**src/rtl/mc_controller_v2.sv**
```systemverilog
// mc_controller_v2: multi-cycle MIPS control unit (Moore FSM + ALU-control decode)
// with mem_ready wait states, memory-access timeout, sticky fault cause and a
// retired-instruction counter. Control outputs decode combinationally from the
// current state; opcode, funct and mem_ready qualify them where needed.
module mc_controller_v2 #(
  parameter int OP_W    = 6,
  parameter int FUNCT_W = 6,
  parameter int TIMEOUT = 16,
  parameter int CNT_W   = 32
) (
  input  logic               clk,
  input  logic               rst,
  input  logic [OP_W-1:0]    opcode,
  input  logic [FUNCT_W-1:0] funct,
  input  logic               mem_ready,
  output logic               mem_req,
  output logic               iord,
  output logic               mem_write,
  output logic               ir_write,
  output logic               pc_write,
  output logic               branch,
  output logic               branch_ne,
  output logic               reg_write,
  output logic               reg_dst,
  output logic               mem_to_reg,
  output logic               alu_src_a,
  output logic [1:0]         alu_src_b,
  output logic               imm_zext,
  output logic [1:0]         pc_src,
  output logic [2:0]         alu_ctl,
  output logic [3:0]         state,
  output logic [1:0]         fault,
  output logic               instr_done,
  output logic [CNT_W-1:0]   instr_count
);

  typedef enum logic [3:0] {
    S_FETCH  = 4'd0,
    S_DECODE = 4'd1,
    S_MEMADR = 4'd2,
    S_MEMRD  = 4'd3,
    S_MEMWB  = 4'd4,
    S_MEMWR  = 4'd5,
    S_EXEC   = 4'd6,
    S_ALUWB  = 4'd7,
    S_BRANCH = 4'd8,
    S_IMMEX  = 4'd9,
    S_IMMWB  = 4'd10,
    S_JUMP   = 4'd11,
    S_FAULT  = 4'd15
  } state_t;

  localparam logic [OP_W-1:0] OP_RTYPE = OP_W'(6'b000000);
  localparam logic [OP_W-1:0] OP_LW    = OP_W'(6'b100011);
  localparam logic [OP_W-1:0] OP_SW    = OP_W'(6'b101011);
  localparam logic [OP_W-1:0] OP_BEQ   = OP_W'(6'b000100);
  localparam logic [OP_W-1:0] OP_BNE   = OP_W'(6'b000101);
  localparam logic [OP_W-1:0] OP_ADDI  = OP_W'(6'b001000);
  localparam logic [OP_W-1:0] OP_ANDI  = OP_W'(6'b001100);
  localparam logic [OP_W-1:0] OP_ORI   = OP_W'(6'b001101);
  localparam logic [OP_W-1:0] OP_J     = OP_W'(6'b000010);

  localparam logic [FUNCT_W-1:0] F_ADD = FUNCT_W'(6'b100000);
  localparam logic [FUNCT_W-1:0] F_SUB = FUNCT_W'(6'b100010);
  localparam logic [FUNCT_W-1:0] F_AND = FUNCT_W'(6'b100100);
  localparam logic [FUNCT_W-1:0] F_OR  = FUNCT_W'(6'b100101);
  localparam logic [FUNCT_W-1:0] F_SLT = FUNCT_W'(6'b101010);

  localparam logic [2:0] ALU_AND = 3'b000;
  localparam logic [2:0] ALU_OR  = 3'b001;
  localparam logic [2:0] ALU_ADD = 3'b010;
  localparam logic [2:0] ALU_SUB = 3'b110;
  localparam logic [2:0] ALU_SLT = 3'b111;

  localparam logic [1:0] FLT_NONE    = 2'b00;
  localparam logic [1:0] FLT_ILLEGAL = 2'b01;
  localparam logic [1:0] FLT_TIMEOUT = 2'b10;

  // The wait counter only has to reach TIMEOUT-1: at that value the access
  // either completes or faults, so it never needs to hold TIMEOUT itself.
  localparam int WAIT_W = (TIMEOUT > 1) ? $clog2(TIMEOUT) : 1;
  localparam logic [WAIT_W-1:0] WAIT_LAST = WAIT_W'((TIMEOUT > 0) ? TIMEOUT - 1 : 0);

  state_t             state_q, state_d;
  logic [1:0]         fault_q, fault_d;
  logic [WAIT_W-1:0]  wait_q, wait_d;
  logic [CNT_W-1:0]   cnt_q, cnt_d;
  logic               mem_wait;

  // Output decode, next-state selection, wait-counter and fault/count updates.
  always_comb begin
    // NOTE: every signal gets a default before the case so no path leaves one
    // unassigned; otherwise synthesis infers a latch.
    state_d    = state_q;
    fault_d    = fault_q;
    wait_d     = '0;
    cnt_d      = cnt_q;
    mem_wait   = 1'b0;
    mem_req    = 1'b0;
    iord       = 1'b0;
    mem_write  = 1'b0;
    ir_write   = 1'b0;
    pc_write   = 1'b0;
    branch     = 1'b0;
    branch_ne  = 1'b0;
    reg_write  = 1'b0;
    reg_dst    = 1'b0;
    mem_to_reg = 1'b0;
    alu_src_a  = 1'b0;
    alu_src_b  = 2'b00;
    imm_zext   = 1'b0;
    pc_src     = 2'b00;
    alu_ctl    = ALU_ADD;
    instr_done = 1'b0;

    case (state_q)
      S_FETCH: begin
        mem_wait  = 1'b1;
        mem_req   = 1'b1;
        alu_src_b = 2'b01;
        ir_write  = mem_ready;
        pc_write  = mem_ready;
        if (mem_ready) state_d = S_DECODE;
      end
      S_DECODE: begin
        alu_src_b = 2'b11;
        case (opcode)
          OP_RTYPE:                  state_d = S_EXEC;
          OP_LW, OP_SW:              state_d = S_MEMADR;
          OP_BEQ, OP_BNE:            state_d = S_BRANCH;
          OP_ADDI, OP_ANDI, OP_ORI:  state_d = S_IMMEX;
          OP_J:                      state_d = S_JUMP;
          default: begin
            state_d = S_FAULT;
            fault_d = FLT_ILLEGAL;
          end
        endcase
      end
      S_MEMADR: begin
        alu_src_a = 1'b1;
        alu_src_b = 2'b10;
        state_d   = (opcode == OP_SW) ? S_MEMWR : S_MEMRD;
      end
      S_MEMRD: begin
        mem_wait = 1'b1;
        mem_req  = 1'b1;
        iord     = 1'b1;
        if (mem_ready) state_d = S_MEMWB;
      end
      S_MEMWB: begin
        reg_write  = 1'b1;
        mem_to_reg = 1'b1;
        instr_done = 1'b1;
        state_d    = S_FETCH;
      end
      S_MEMWR: begin
        mem_wait  = 1'b1;
        mem_req   = 1'b1;
        iord      = 1'b1;
        mem_write = 1'b1;
        if (mem_ready) begin
          instr_done = 1'b1;
          state_d    = S_FETCH;
        end
      end
      S_EXEC: begin
        alu_src_a = 1'b1;
        alu_src_b = 2'b00;
        state_d   = S_ALUWB;
        case (funct)
          F_ADD: alu_ctl = ALU_ADD;
          F_SUB: alu_ctl = ALU_SUB;
          F_AND: alu_ctl = ALU_AND;
          F_OR:  alu_ctl = ALU_OR;
          F_SLT: alu_ctl = ALU_SLT;
          default: begin
            state_d = S_FAULT;
            fault_d = FLT_ILLEGAL;
          end
        endcase
      end
      S_ALUWB: begin
        reg_write  = 1'b1;
        reg_dst    = 1'b1;
        instr_done = 1'b1;
        state_d    = S_FETCH;
      end
      S_BRANCH: begin
        alu_src_a  = 1'b1;
        alu_src_b  = 2'b00;
        alu_ctl    = ALU_SUB;
        pc_src     = 2'b01;
        branch     = (opcode == OP_BEQ);
        branch_ne  = (opcode == OP_BNE);
        instr_done = 1'b1;
        state_d    = S_FETCH;
      end
      S_IMMEX: begin
        alu_src_a = 1'b1;
        alu_src_b = 2'b10;
        state_d   = S_IMMWB;
        if (opcode == OP_ANDI) begin
          alu_ctl  = ALU_AND;
          imm_zext = 1'b1;
        end else if (opcode == OP_ORI) begin
          alu_ctl  = ALU_OR;
          imm_zext = 1'b1;
        end
      end
      S_IMMWB: begin
        reg_write  = 1'b1;
        instr_done = 1'b1;
        state_d    = S_FETCH;
      end
      S_JUMP: begin
        pc_write   = 1'b1;
        pc_src     = 2'b10;
        instr_done = 1'b1;
        state_d    = S_FETCH;
      end
      S_FAULT: begin
        state_d = S_FAULT;
      end
      default: begin
        state_d = S_FAULT;
        fault_d = FLT_ILLEGAL;
      end
    endcase

    // A stalled memory access counts its wait cycles; reaching the limit
    // with mem_ready still low aborts into FAULT. mem_ready on the limit
    // cycle completes normally because the branch below is not taken.
    if (mem_wait && !mem_ready) begin
      if ((TIMEOUT > 0) && (wait_q == WAIT_LAST)) begin
        state_d = S_FAULT;
        fault_d = FLT_TIMEOUT;
      end else begin
        wait_d = wait_q + 1'b1;
      end
    end

    if (instr_done) cnt_d = cnt_q + 1'b1;
  end

  // State, sticky fault cause, wait counter and retired count; synchronous reset.
  always_ff @(posedge clk) begin
    // NOTE: state registers use non-blocking assignments so every register
    // samples pre-edge values regardless of statement order.
    if (rst) begin
      state_q <= S_FETCH;
      fault_q <= FLT_NONE;
      wait_q  <= '0;
      cnt_q   <= '0;
    end else begin
      state_q <= state_d;
      fault_q <= fault_d;
      wait_q  <= wait_d;
      cnt_q   <= cnt_d;
    end
  end

  assign state       = state_q;
  assign fault       = fault_q;
  assign instr_count = cnt_q;

endmodule

```
**config.mk**
```make
export PLATFORM = sky130hd
export DESIGN_NAME = mc_controller_v2
export DESIGN_NICKNAME = d
export VERILOG_FILES = /design/src/rtl/mc_controller_v2.sv
export SDC_FILE = /design/constraint.sdc
export NUM_CORES = 1
export LEC_CHECK = 0
export ABC_AREA = 0
export CORE_UTILIZATION = 30
export CTS_BUF_LIST = sky130_fd_sc_hd__clkbuf_2
export DETAILED_ROUTE_END_ITERATION = 10
export SYNTH_ARGS = -nofsm -noshare
export SYNTH_HDL_FRONTEND = slang
export SYNTH_SLANG_ARGS = --single-unit
export TNS_END_PERCENT = 1
```
**constraint.sdc**
```tcl
create_clock -name clk -period 4.1 [get_ports clk]
set_clock_uncertainty 0.05 [all_clocks]
set_input_delay 0.82 -clock clk [delete_from_list [all_inputs] [get_ports clk]]
set_output_delay 0.82 -clock clk [all_outputs]
set_load 0.005 [all_outputs]
```
==> results.yml, run 1 <==
outcome:
  status: "finished clean"
clock_network:
  clk_pin_slew_ns: 0.23
  clockBufferDepth: 2
  post-cts-setup-buffers: 0
  cts_hold_buffers: 0
  insertion_delay_ns: 0.39
  htreeDepth: 2
  cts.sinks: 42
  cts_tree: "yes"
  cts_root_buffer: "clkbuf_2"
  cts_buffers: 5
  cts_resized: 0
synth:
  synth-edff-count: 0
  async_flop_share_pct: 0
  ys_seq_area_share_pct: 34.0
  synth_area_leaders: "dfxtp_1, a21oi_1, nor2_1, xor2_1, nand4_1"
  synth_top_area_share_pct: 34.0
  synth_seq_cells: 42
  netlist_area_um2: 2470
  post-synth-top-area-cell: "dfxtp_1"
  synth_ff_type: "dfxtp_1"
  synth_cells: 321
  ys_types: 49
  syn-num-nets: 338
  avgSynthCellArea_um2: 7.71
  yosysWarnings: 0
sta:
  final.period_utilization_pct: 85.6
  period_needed_ns: 3.51
  setup_viol: 0
  hold_violations: 0
  fmax_mhz: 285
  fin_tns_setup_ns: 0
  maxSlewViolCount: 0
  rsz0062_at_grt: "false"
  tightest_slew_ns: 0.838
  slew_headroom_pct: 43.6
worst_setup_path:
  reg2regPathDepth: 5
  rr_startpoint: "state[2]$_SDFF_PP0_"
  crit_start: "state[2]$_SDFF_PP0_"
  reg2reg_slack_ns: 1.19
  arrival_ns: 2.64
  required_ns: 3.23
  end_kind: "primary output"
  endpoint: "instr_done"
  worst-path-max-fanout: 24
  crit_type: "register to primary output"
  cp-start-kind: "register"
  timing.rr.end: "instr_count[29]$_SDFFE_PP0P_"
global_routing:
  grt_pass1_wl_um: 11000
  antenna_found_initial: 0
  grt_overflow: 0
  grt_start_max_net_pins: 43
  grtUsageTotal_pct: 15.3
  grt_pass1_vias: 2300
hold_path:
  hp-class: "register to register"
floorplanning:
  core_um2: 7850
  die_x_um: 92.8
  initial_core_util_pct: 31.5
  die-area_um2: 8620
  rows: 32
  fp.dieH_um: 92.8
  ios: 73
drt:
  drt_iter0_markers: 107
  drt_first_pass_iters: 4
  wl_per_cell_um: 13.5
  via_per_inst: 5.32
  wirelength_um: 6580
  vias: 2592
  ant_nets: 0
  route.detailed.drc: 0
pwr:
  powerDensity_nw_per_um2: 431
  irDropWorstVdd_v: 0.000150
  p_leak_nw: 1.07
layout:
  syn_to_final_growth_pct: 34.4
  finalNetCount: 401
  fin_util_pct: 42.4
  drive_gt1_share_pct: 5.97
  antenna_cells: 0
placed_design:
  hpwl_um: 4720
  place_congestion: 0.780
  io_buffers: 72
job:
  maxCapViolCount: 0
area by class of cell:
| type | count | area, um^2 |
|---|---|---|
| clock buffers | 6 | 30.0 |
| clock inverters | 2 | 37.5 |
| fillers | 838 | 4520 |
| inverters | 8 | 30.0 |
| multi-input cells | 253 | 1530 |
| flip-flops and latches | 42 | 841 |
| well taps | 102 | 128 |
| repair buffers | 74 | 731 |
metrics by stage:
| stage | setup WS, ns | std cells | total power [W] | hold slack [ns] | instance area (um^2) |
|---|---|---|---|---|---|
| detailed placement | 0.618 | 479 | 0.00120 | 0.397 | 3260 |
| global placement | 0.666 | 479 | 0.00120 | 0.382 | 3260 |
| global route | 0.259 | 487 | 0.00154 | 0.458 | 3330 |
| CTS | 0.526 | 487 | 0.00145 | 0.424 | 3330 |
| finish | 0.591 | 487 | 0.00143 | 0.417 | 3330 |
| floorplan | 1.70 | 321 | 0.000893 | 0.368 | 2470 |
layer usage:
metal,GRT usage [%],part of all wire [%],vias to the layer above
met4,2.82,0.70,0
met2,24.8,46,47
li1,-,-,1318
met1,21.5,51,1223
met3,2.30,2.8,4
met5,0,0,-
worst min-delay path by stage:
stage / start / slack [ns] / endpoint / cells past startpoint
2_1_floorplan: wait_q[0]$_SDFF_PP0_ / 0.37 / wait_q[0]$_SDFF_PP0_ / 1
3_3_place_gp: wait_q[0]$_SDFF_PP0_ / 0.38 / wait_q[0]$_SDFF_PP0_ / 1
3_5_place_dp: wait_q[0]$_SDFF_PP0_ / 0.40 / wait_q[0]$_SDFF_PP0_ / 1
4_1_cts: wait_q[0]$_SDFF_PP0_ / 0.42 / wait_q[0]$_SDFF_PP0_ / 1
5_1_grt: wait_q[0]$_SDFF_PP0_ / 0.46 / wait_q[0]$_SDFF_PP0_ / 1
6_report: wait_q[0]$_SDFF_PP0_ / 0.42 / wait_q[0]$_SDFF_PP0_ / 1
critical path, cell delays in order (launching register included):
cell and delay (ns):
dfxtp_1 0.91, nor2_1 0.30, a21oi_4 0.30, nand2_1 0.14, inv_1 0.10, clkdlybuf4s50_1 0.50
synth_stat cells, types with 2 or more instances:
cell / instances
a211oi_1: 2
a21oi_1: 27
a31oi_1: 8
and2_1: 4
and3_1: 3
and4b_1: 2
buf_2: 5
clkbuf_1: 12
dfxtp_1: 42
ha_1: 2
inv_1: 8
mux2i_1: 2
nand2_1: 21
nand2b_1: 6
nand3_1: 19
nand3b_1: 4
nand4_1: 18
nand4_2: 2
nor2_1: 32
nor2b_1: 4
nor3_1: 10
nor3b_1: 3
nor4_1: 2
o211ai_1: 2
o21ai_0: 6
o21ai_1: 11
o22ai_1: 2
o31ai_1: 11
or2_2: 4
or3_1: 7
or4_1: 10
xor2_1: 13
placed cells by master (no fill, tap or decap), drive strengths merged, types with 8 or more instances in the layout:
| master | netlist | routed |
|---|---|---|
| clkdlybuf4s50 | 0 | 71 |
| nor3 | 10 | 10 |
| a31oi | 8 | 8 |
| xor2 | 13 | 13 |
| o21ai | 18 | 18 |
| o31ai | 11 | 11 |
| inv | 8 | 8 |
| dfxtp | 42 | 42 |
| a21oi | 28 | 28 |
| nand3 | 19 | 19 |
| or4 | 10 | 10 |
| nand2 | 21 | 21 |
| nor2 | 33 | 33 |
| nand4 | 20 | 20 |
report_power, final:
group	switching, W	internal (W)	leakage (nW)
Clock	0.000141	0.000106	0.0392
Combinational	0.000298	0.000337	0.692
Sequential	0.000111	0.000442	0.339
Total	0.000550	0.000885	1.07
flip-flops by register name (all words and copies together), names as in the netlist:
name and flops:
instr_count 32, state 4, wait_q 4, fault 2
kinds of logic (layout without fill, tap and decap cells):
logic type | count (synthesis) | count (layout) | share of synthesized area (%)
simple gates | 155 | 155 | 34.5
compound gates | 80 | 80 | 20.5
flops | 42 | 42 | 34.0
buf+inv | 26 | 90 | 4.20
xor+xnor | 14 | 14 | 4.95
fa+ha+maj | 2 | 2 | 1.01
mux | 2 | 2 | 0.809
(Power assumes the default switching activity.)
==> inputs of run 2 (changes only) <==
Settings changed: CTS_BUF_LIST sky130_fd_sc_hd__clkbuf_2 to default.
==> run 2 against run 1 <==
Compared with the run above: first-iteration DRC count grew 10%; wire length grew 1.1%; largest power group unchanged; maximum frequency grew 0.99%; worst setup slack gained 0.034 ns.
==> results.yml, run 2 (same netlist as run 1, synthesis figures left out) <==
pwr:
  powerDensity_nw_per_um2: 450
  p_leak_nw: 1.08
  finalPower_w: 0.00152
  irDropWorstVdd_v: 0.000175
sta:
  tightest_slew_ns: 0.836
  setup_viol: 0
  hold_violations: 0
  rsz0062_at_grt: "false"
  fmax_mhz: 288
  period_needed_ns: 3.47
  fin_tns_setup_ns: 0
  maxSlewViolCount: 0
  final.period_utilization_pct: 84.7
  slew_headroom_pct: 43.7
global_routing:
  grtUsageTotal_pct: 15.6
  grt_pass1_wl_um: 11000
  grt_pass1_vias: 2333
  antenna_found_initial: 0
  grt_overflow: 0
  grt_start_max_net_pins: 43
floorplanning:
  die_x_um: 92.8
  die-area_um2: 8620
  rows: 32
  initial_core_util_pct: 31.5
  core_um2: 7850
  ios: 73
  fp.dieH_um: 92.8
clock_network:
  cts_hold_buffers: 0
  htreeDepth: 2
  clockBufferDepth: 2
  cts_root_buffer: "clkbuf_8"
  cts_tree: "yes"
  post-cts-setup-buffers: 0
  cts_resized: 0
  clk_pin_slew_ns: 0.08
  cts.sinks: 42
  insertion_delay_ns: 0.29
  cts_buffers: 5
drt:
  ant_nets: 0
  wl_per_cell_um: 13.7
  drt_first_pass_iters: 4
  route.detailed.drc: 0
  wirelength_um: 6650
  drt_iter0_markers: 118
  vias: 2574
  via_per_inst: 5.29
layout:
  largest_reg_flops: 32
  finalNetCount: 401
  antenna_cells: 0
  final_common_cell: "clkdlybuf4s50_1"
  ff_latch_area_um2: 841
  num-fill-cells: 832
  syn_to_final_growth_pct: 36.1
  fin_area_um2: 3370
  multi_input_area_um2: 1530
  drive_gt1_share_pct: 5.71
  instances_no_fill: 487
  final_cell_mix: "clkdlybuf4s50_1, dfxtp_1, nor2_1"
hold_path:
  hp-class: "register to register"
  hold_path_depth: 1
  worst_hold_path.endpoint: "wait_q[0]$_SDFF_PP0_"
  min_from: "wait_q[0]$_SDFF_PP0_"
worst_setup_path:
  crit_type: "input port to primary output"
  cp_slowest_cell: "clkdlybuf4s50_1"
  cp_cell_sequence: "clkdlybuf4s50_1, nor3_1, and4_1, nand2_1, o21ai_1, clkdlybuf4s50_1"
  cpMostUsedCell: "clkdlybuf4s50_1"
  crit_family: "buffers and inverters"
  crit_buf_inv: 2
  timing.rr.end: "instr_count[29]$_SDFFE_PP0P_"
  end_kind: "primary output"
  rr_startpoint: "state[2]$_SDFF_PP0_"
  slowest_delay_ns: 0.52
  reg2regPathDepth: 5
  arrival_ns: 2.60
  cp-start-kind: "input port"
  reg2reg_slack_ns: 1.21
  required_ns: 3.23
  worst-path-max-fanout: 7
placed_design:
  hpwl_um: 4720
  dp_cells: 479
  io_buffers: 72
  place_congestion: 0.780
  placed_area_um2: 3260
job:
  maxCapViolCount: 0
outcome:
  status: "finished clean"
## run 2: cell types whose count changed in the layout (fill, tap and decap cells not counted)
cell      before  now
clkbuf_8       0    5
clkbuf_2       6    0
clkbuf_1       0    1
## run 2: stage by stage
| stage | hold slack (ns) | worst slack (ns) | util (%) |
|---|---|---|---|
| 2_1_floorplan | 0.368 | 1.70 | - |
| 3_3_place_gp | 0.382 | 0.666 | 41.5 |
| 6_report | 0.413 | 0.625 | 42.9 |
| 5_1_grt | 0.443 | 0.420 | 42.9 |
| 4_1_cts | 0.410 | 0.616 | 42.9 |
| 3_5_place_dp | 0.397 | 0.618 | 41.5 |
## run 2: final cells by class
| type | instances | area share (%) |
|---|---|---|
| inverter | 8 | 0.891 |
| tap | 102 | 3.79 |
| timing repair buffer | 74 | 21.7 |
| clock inverter | 2 | 1.11 |
| sequential | 42 | 25.0 |
| clock buffer | 6 | 2.15 |
| multi-input combinational | 253 | 45.4 |
## run 2: worst max-delay path by stage
stage | slack (ns) | end | start | cells after the start
2_1_floorplan | 1.70 | instr_done | mem_ready | 5
3_3_place_gp | 0.67 | alu_ctl[0] | opcode[1] | 6
3_5_place_dp | 0.62 | alu_ctl[0] | opcode[1] | 6
4_1_cts | 0.62 | alu_ctl[0] | opcode[1] | 6
5_1_grt | 0.42 | instr_done | state[2]$_SDFF_PP0_ | 5
6_report | 0.63 | alu_ctl[0] | opcode[1] | 6
## run 2: routing by layer
layer	part of all wire [%]	track usage [%]
met2	45	25.2
met5	0	0
met3	3.2	2.30
met4	1.3	5.13
met1	50	21.2
## run 2: worst reg2reg max path: stages (launching register included)
cell	delay, ns
dfxtp_1	0.88
nor2_1	0.31
a21oi_4	0.30
nand4_2	0.47
or4_1	0.66
a21oi_1	0.15
## run 2: report_power, final
group	switching, W	leakage, nW	internal (W)	total, W
clock network	0.000147	0.0514	0.000182	0.000329
registers	0.000112	0.339	0.000441	0.000552
logic	0.000297	0.692	0.000337	0.000635
==> inputs of run 3 (changes only) <==
Clock period 4.1 ns to 2.8 ns, I/O delays scaled along.
==> run 3 against run 2 <==
Compared with the run above: worst setup slack got worse by 0.53 ns; total power grew 52%; via count is 3.7% higher; combinational power is 84% higher; die area unchanged.
==> results.yml, run 3 (same netlist as run 1, synthesis figures left out) <==
pwr:
  powerDensity_nw_per_um2: 651
  finalPower_w: 0.00231
  p_leak_nw: 1.21
  irDropWorstVdd_v: 0.000291
drt:
  wl_per_cell_um: 13.7
  wirelength_um: 6980
  route.detailed.drc: 0
  drt_first_pass_iters: 4
  ant_nets: 0
  via_per_inst: 5.25
  vias: 2670
  drt_iter0_markers: 91
global_routing:
  grt_overflow: 0
  grt_pass1_wl_um: 11900
  grt_pass1_vias: 2502
  grtUsageTotal_pct: 17.0
  antenna_found_initial: 0
  grt_start_max_net_pins: 31
placed_design:
  placed_area_um2: 3430
  io_buffers: 72
  dp_slack_ns: -0.00624
  hpwl_um: 5140
  place_congestion: 0.799
worst_setup_path:
  worst-path-max-fanout: 3
  end_kind: "primary output"
  required_ns: 2.19
  crit_type: "input port to primary output"
  arrival_ns: 2.10
  cp-start-kind: "input port"
layout:
  fin_util_pct: 45.2
  finalNetCount: 423
  largest_reg_flops: 32
  fin_area_um2: 3540
  antenna_cells: 0
  final_cell_mix: "clkdlybuf4s50_1, dfxtp_1, nor2_1"
  drive_gt1_share_pct: 12.3
  final_common_cell: "clkdlybuf4s50_1"
  syn_to_final_growth_pct: 43.2
sta:
  tightest_slew_ns: 0.450
  rsz0062_at_grt: "true"
  maxSlewViolCount: 0
  final.period_utilization_pct: 96.7
  slew_headroom_pct: 69.7
  setup_viol: 0
  timing.hold.ws_ns: 0.404
  hold_violations: 0
  fmax_mhz: 369
  setup_slack_ns: 0.0925
  period_needed_ns: 2.71
floorplanning:
  initial_core_util_pct: 31.5
  die-area_um2: 8620
  die_x_um: 92.8
  ios: 73
  rows: 32
  fp.dieH_um: 92.8
  core_um2: 7850
clock_network:
  clk_pin_slew_ns: 0.08
  cts_tree: "yes"
  clockBufferDepth: 2
  htreeDepth: 2
  cts_root_buffer: "clkbuf_8"
  cts.sinks: 42
  insertion_delay_ns: 0.30
  cts_hold_buffers: 0
  cts_buffers: 5
hold_path:
  hp-class: "register to register"
job:
  maxCapViolCount: 0
outcome:
  status: "finished clean"
run 3: cell types whose count changed in the layout (fill, tap and decap cells not counted), moves of 2 or more:
cell,before,now
buf_4,2,24
dfxtp_1,42,40
dfxtp_2,0,2
nor3_1,10,8
nor3_2,0,2
run 3: worst paths after layout:
| check | slack, ns | to | startpoint | cells past startpoint |
|---|---|---|---|---|
| max | 0.09 | branch_ne | opcode[4] | 5 |
| max reg2reg | 0.51 | instr_count[17]$_SDFFE_PP0P_ | state[2]$_SDFF_PP0_ | 8 |
| min reg2reg | 0.40 | wait_q[0]$_SDFF_PP0_ | wait_q[0]$_SDFF_PP0_ | 1 |
| min | 0.40 | wait_q[0]$_SDFF_PP0_ | wait_q[0]$_SDFF_PP0_ | 1 |
run 3: timing repair:
action                                  in CTS  in global routing
pin swaps                                    0                  2
buffers inserted                             0                  0
endpoints found under the setup margin       3                  7
resized for setup                            2                  5
run 3: layer usage:
layer  track usage (%)  up-vias  wire length, um
met5                 0        -                0
met1              23.0     1244             3420
met3              2.71        8              313
li1                  -     1357                -
met2              27.3       61             3150
met4              5.64        0               95
run 3: layout make-up:
type / count / area, um^2
sequential: 42 / 843
multi-input combinational: 253 / 1550
clock inverter: 2 / 12.5
inverter: 8 / 30.0
fill: 799 / 4300
timing repair buffer: 96 / 903
tap: 102 / 128
clock buffer: 6 / 82.6
run 3: worst max-delay path: stages:
cell	delay, ns
clkdlybuf4s50_1	0.43
nor3_2	0.25
nand3_1	0.12
nor3b_1	0.19
clkdlybuf4s50_1	0.53
run 3: power by group:
group	internal, W	switching, W	leakage, nW
Combinational	0.000595	0.000576	0.823
Clock	0.000198	0.000217	0.0472
Sequential	0.000649	0.0000728	0.340
Total	0.00144	0.000866	1.21
run 3: per-stage QoR:
step / instances / TNS, ns
floorplan: 321 / 0
detailed placement: 501 / -0.00624
CTS: 509 / 0
finish: 509 / 0
global route: 509 / -0.0629
global placement: 501 / 0
